## src/rtl/iot_result_serializer.sv

```systemverilog
`default_nettype none
// ============================================================================
// Module   : iot_result_serializer
// Purpose  : Captures 128-bit filtered results on their one-cycle valid
//            pulse, tags them with the active function code, buffers them in
//            a small FIFO and emits each as a 17-byte record (header byte
//            followed by 16 data bytes, MSB first) on a byte-wide
//            ready/valid stream.
// Revision : 1.0 - initial release
// ----------------------------------------------------------------------------
// Ports
//   clk        in   1    single clock, rising edge
//   rst        in   1    synchronous, active-high reset
//   res_valid  in   1    one-cycle pulse qualifying res_data / res_fn
//   res_data   in   128  filtered result, byte 0 = bits [127:120]
//   res_fn     in   3    function code active for this result
//   out_valid  out  1    out_data holds a byte to transfer
//   out_data   out  8    stream byte
//   out_first  out  1    header byte of a record
//   out_last   out  1    data byte 15 of a record
//   out_ready  in   1    consumer accepts the byte
//   overflow   out  1    sticky: a result was dropped
//   level      out  $clog2(DEPTH)+1  occupied FIFO entries (registered)
// ============================================================================
module iot_result_serializer #(
    parameter int DEPTH = 4
) (
    input  logic                     clk,
    input  logic                     rst,
    input  logic                     res_valid,
    input  logic [127:0]             res_data,
    input  logic [2:0]               res_fn,
    output logic                     out_valid,
    output logic [7:0]               out_data,
    output logic                     out_first,
    output logic                     out_last,
    input  logic                     out_ready,
    output logic                     overflow,
    output logic [$clog2(DEPTH):0]   level
);

    localparam int                c_AW         = $clog2(DEPTH);
    localparam logic [c_AW:0]     c_FULL_LEVEL = (c_AW+1)'(DEPTH);
    localparam logic [4:0]        c_HDR_TAG    = 5'b10100;

    // Serializer states
    localparam logic [1:0]        c_ST_IDLE    = 2'd0;
    localparam logic [1:0]        c_ST_HDR     = 2'd1;
    localparam logic [1:0]        c_ST_DATA    = 2'd2;

    // ------------------------------------------------------------------------
    // Storage and bookkeeping
    // ------------------------------------------------------------------------
    // Entry layout: {fn[2:0], data[127:0]}
    logic [130:0]      r_mem [DEPTH];
    logic [c_AW-1:0]   r_wptr;
    logic [c_AW-1:0]   r_rptr;
    logic [c_AW:0]     r_level;
    logic [c_AW:0]     w_level_nxt;
    logic              r_overflow;

    logic [1:0]        r_state;
    logic [1:0]        w_state_nxt;
    logic [3:0]        r_bidx;
    logic [3:0]        w_bidx_nxt;

    logic              w_full;
    logic              w_wr;
    logic              w_pop;

    logic [130:0]      w_head;
    logic [2:0]        w_head_fn;
    logic [127:0]      w_head_data;
    logic [127:0]      w_head_shifted;
    logic [7:0]        w_data_byte;

    // Fullness uses the registered level only: a pop in the same cycle does
    // not free a slot for that cycle's write.
    assign w_full = (r_level == c_FULL_LEVEL);
    assign w_wr   = res_valid && !w_full;

    // out_valid is always 1 in DATA, so the pop condition only needs
    // out_ready; this keeps the pop logic independent of the output decode.
    assign w_pop  = (r_state == c_ST_DATA) && (r_bidx == 4'd15) && out_ready;

    always_comb begin
        w_level_nxt = r_level;
        case ({w_wr, w_pop})
            2'b10:   w_level_nxt = r_level + 1'b1;
            2'b01:   w_level_nxt = r_level - 1'b1;
            default: w_level_nxt = r_level;
        endcase
    end

    // FIFO contents carry no reset; only the write-pointer slot is touched,
    // so the head entry is stable while it is being serialized.
    always_ff @(posedge clk) begin
        if (w_wr) begin
            r_mem[r_wptr] <= {res_fn, res_data};
        end
    end

    always_ff @(posedge clk) begin
        if (rst) begin
            r_wptr     <= '0;
            r_rptr     <= '0;
            r_level    <= '0;
            r_overflow <= 1'b0;
        end else begin
            if (w_wr) begin
                r_wptr <= r_wptr + 1'b1;
            end
            if (w_pop) begin
                r_rptr <= r_rptr + 1'b1;
            end
            r_level <= w_level_nxt;
            if (res_valid && w_full) begin
                r_overflow <= 1'b1;
            end
        end
    end

    assign level    = r_level;
    assign overflow = r_overflow;

    // ------------------------------------------------------------------------
    // Head entry byte selection: byte k lives at bits [127-8k -: 8], so
    // shifting left by 8*k brings it to the top byte.
    // ------------------------------------------------------------------------
    assign w_head         = r_mem[r_rptr];
    assign w_head_fn      = w_head[130:128];
    assign w_head_data    = w_head[127:0];
    assign w_head_shifted = w_head_data << {r_bidx, 3'b000};
    assign w_data_byte    = w_head_shifted[127:120];

    // ------------------------------------------------------------------------
    // Serializer FSM: state register
    // ------------------------------------------------------------------------
    always_ff @(posedge clk) begin
        if (rst) begin
            r_state <= c_ST_IDLE;
            r_bidx  <= 4'd0;
        end else begin
            r_state <= w_state_nxt;
            r_bidx  <= w_bidx_nxt;
        end
    end

    // ------------------------------------------------------------------------
    // Serializer FSM: next state and outputs. Outputs are a pure decode of
    // state/bidx/head, so they hold automatically while out_ready is low.
    // ------------------------------------------------------------------------
    always_comb begin
        w_state_nxt = r_state;
        w_bidx_nxt  = r_bidx;
        out_valid   = 1'b0;
        out_data    = 8'h00;
        out_first   = 1'b0;
        out_last    = 1'b0;

        case (r_state)
            c_ST_IDLE: begin
                if (r_level != '0) begin
                    w_state_nxt = c_ST_HDR;
                end
            end

            c_ST_HDR: begin
                out_valid = 1'b1;
                out_first = 1'b1;
                out_data  = {c_HDR_TAG, w_head_fn};
                if (out_ready) begin
                    w_state_nxt = c_ST_DATA;
                    w_bidx_nxt  = 4'd0;
                end
            end

            c_ST_DATA: begin
                out_valid = 1'b1;
                out_data  = w_data_byte;
                out_last  = (r_bidx == 4'd15);
                if (out_ready) begin
                    w_bidx_nxt = r_bidx + 4'd1;
                    if (r_bidx == 4'd15) begin
                        // A write landing this cycle counts, giving
                        // back-to-back records with no idle cycle.
                        w_state_nxt = (w_level_nxt != '0) ? c_ST_HDR : c_ST_IDLE;
                        w_bidx_nxt  = 4'd0;
                    end
                end
            end

            default: begin
                w_state_nxt = c_ST_IDLE;
                w_bidx_nxt  = 4'd0;
            end
        endcase
    end

endmodule
`default_nettype wire
```

## config.mk

```make
export PLATFORM = sky130hd
export DESIGN_NAME = iot_result_serializer
export DESIGN_NICKNAME = d
export VERILOG_FILES = /design/src/rtl/iot_result_serializer.sv
export SDC_FILE = /design/constraint.sdc
export NUM_CORES = 1
export LEC_CHECK = 0
export BUFFER_PORTS_ARGS = -buffer_cell sky130_fd_sc_hd__buf_2
export CAP_MARGIN = 20
export CORE_MARGIN = 5
export CORE_UTILIZATION = 64
export CTS_CLUSTER_DIAMETER = 150
export DETAILED_ROUTE_END_ITERATION = 7
export PLACE_DENSITY = 0.87
export RECOVER_POWER = 50
export SYNTH_ARGS = -nofsm -noshare
export SYNTH_HDL_FRONTEND = slang
export SYNTH_SLANG_ARGS = --single-unit
```

## constraint.sdc

```tcl
create_clock -name clk -period 8.96 [get_ports clk]
set_input_delay 1.344 -clock clk [delete_from_list [all_inputs] [get_ports clk]]
set_output_delay 1.344 -clock clk [all_outputs]
set_load 0.01 [all_outputs]
```

==> results.cfg <==
[synth]
async_reset_ff_share_pct = 0
ys_seq_area_share_pct = 76.6
synth_common_cells = 524 x edfxtp_1, 122 x mux4_2, 36 x nor2_1
syn_area_um2 = 21000
synth_compound_area_share_pct = 3.19
ys_ff_latch = 540
ys.flop_type = edfxtp_1
synth_edf_count = 524
yosys.area_share.simple_pct = 2.28
synth_mux_area_share_pct = 15.4
synth-xor-area-share_pct = 0.209
synth.most_common_cell = edfxtp_1
syn_nets = 1124
synthTopCellsByArea = edfxtp_1 75%, mux4_2 13%, dfxtp_1 1.5%
synth_top_family_by_area = multiplexers
netlist-cell-type-count = 58
yosys.area_share.adder_pct = 0.693
synthCells = 978
synth_area_leader_cell = edfxtp_1
netlist.area_leader.share_pct = 75.1
ys.warnings.count = 0
avgSynthCellArea_um2 = 21.4

[pwr]
p_per_area_nw_per_um2 = 227
peakVddDrop_mv = 0.227
leakagePower_uw = 0.00733

[clock_tree]
cts_root_buffer = clkbuf_16
clock_latency_ns = 0.56
cts_hold_buf = 0
clock_path_buffers = 3
cts_setup_buffers = 0
htreeDepth = 2
ctsResizeCount = 0
clk_pin_slew_worst_paths_ns = 0.06
cts_buffers = 51
clkSinkCount = 540
cts_tree = done

[routing]
drt_pass1_iterations = 6
drt-initial-drc-count = 1318
post_drt_wl_per_cell_um = 27.5
wl_mm = 44.7
via_count = 10500
drc = 0
ant_nets = 0
route.detailed.vias_per_inst = 6.45

[layout]
drive_gt1_share_pct = 20.1
fin_area_um2 = 23600
postLayoutCoreUtil_pct = 72.6
nets = 1287
areaGrowthSynthToFinish_pct = 12.5

[floorplan]
core_area_um2 = 32500
die-area_um2 = 36500
die_x_um = 191
fp.dieH_um = 191
initial_core_util_pct = 64.6
rows = 66
io_pins = 150

[sta]
hold_viol = 0
setup_tns_ns = 0
finalWorstSetupSlack_ns = 3.22
report.final.setup_viol = 0
min_period_ns = 5.74
rsz0062_at_grt = false
fmax_mhz = 174
finalCritPeriodShare_pct = 64.1
skew_ns = 0.0198
slew_viol_final = 24
relSlewSlack_pct = -2.86
tightest_slew_ns = 1.54

[critical_path]
required_ns = 7.62
endpoint_kind = primary output
worstSetupPathType = reg -> out
worstPathArrival_ns = 4.40
startpoint_type = flop
crit_fanout = 23

[global_routing]
antenna_found_initial = 12
grt_pass1_wl_mm = 66.3
first_global_vias = 10900
grt_usage_pct = 24.6
grt_max_degree = 100
grt-ovfl-total = 0

[placed_design]
gp_congestion = 0.801
io_buffers = 149
preCtsSetupSlack_ns = 3.95
placement.cell_area_um2 = 22100
hpwl_mm = 26.2

[hold_path]
hp-class = reg -> reg

[status]
status = complete, but fails checks
violations = max-capacitance violations, max-slew violations

[run]
maxCapViolCount = 1
-- sequential cells by signal, summed over array words and instances, names as in the netlist, named ones only --
name      flops
r_state       2
level         3
r_mem       524
overflow      1
r_wptr        2
r_rptr        2
r_bidx        4
-- through the flow --
| step | std cells | power [µW] | hold slack, ns |
|---|---|---|---|
| 2_1_floorplan | 978 | 3170 | 0.472 |
| 3_3_place_gp | 1529 | 3290 | 0.451 |
| 3_5_place_dp | 1529 | 3310 | 0.475 |
| 4_1_cts | 1622 | 5380 | 0.490 |
| 5_1_grt | 1625 | 5520 | 0.517 |
| 6_report | 1627 | 5350 | 0.492 |
-- routing by layer --
layer	vias to the layer above	track usage, %	part of all wire, %
li1	4435	-	-
met1	5382	32.4	36
met2	550	40.6	51
met3	108	6.74	10
met4	18	8.29	3.3
met5	-	0	0.30
-- path summary, 6_finish.rpt --
| path | depth (start not counted) | slack [ns] | endpoint | from |
|---|---|---|---|---|
| worst min register to register | 2 | 0.49 | overflow | overflow |
| worst max-delay path | 7 | 3.22 | out_data[3] | r_bidx[0] |
| worst min-delay path | 2 | 0.49 | overflow | overflow |
| worst max register to register | 11 | 4.58 | r_state[0] | r_bidx[0] |
-- logic make-up after synthesis --
group	after synthesis
xor gates and xnor gates	5
DFF	540
muxes	166
adders and majority gates	11
AOI/OAI and AO/OA	95
buffers and inverters	61
and+or+nand+nor	100
-- worst max-delay path, stage by stage, from the launching register on --
cell,delay (ns)
dfxtp_1,0.67
clkbuf_1,1.18
nand2_1,0.51
o221ai_1,0.47
a21oi_1,0.13
o21ai_0,0.49
o21ai_0,0.22
buf_2,0.19
-- cell type report --
type / instances / area, µm²
diodes: 4 / 10.0
clock buffers: 68 / 1440
clock inverters: 25 / 210
fillers: 1822 / 8880
inverters: 12 / 45.0
multi-input cells: 377 / 4580
flip-flops and latches: 540 / 16100
well taps: 442 / 553
repair buffers: 159 / 671
-- placed cells by master, fill, tap and decap left out, drive strengths merged, types with 3 or more instances in the layout --
master,count
nand2,18
dfxtp,16
a21oi,16
clkbuf,206
o21ai,13
mux4,124
nor2,36
clkinv,20
nand2b,3
inv,12
nor2b,10
o22ai,5
edfxtp,524
and2,6
xnor2,3
a221oi,10
nor3,6
bufinv,3
ha,10
or3,4
nor4,3
buf,21
nand3,8
diode,4
a22oi,19
mux2i,32
a31oi,5
mux2,10
o221ai,3
-- power breakdown --
part,internal (µW),switching (µW)
combinational,111,210
sequential,2900,34.9
clock,1220,877
Note: power is estimated with default switching activity, not from simulation.
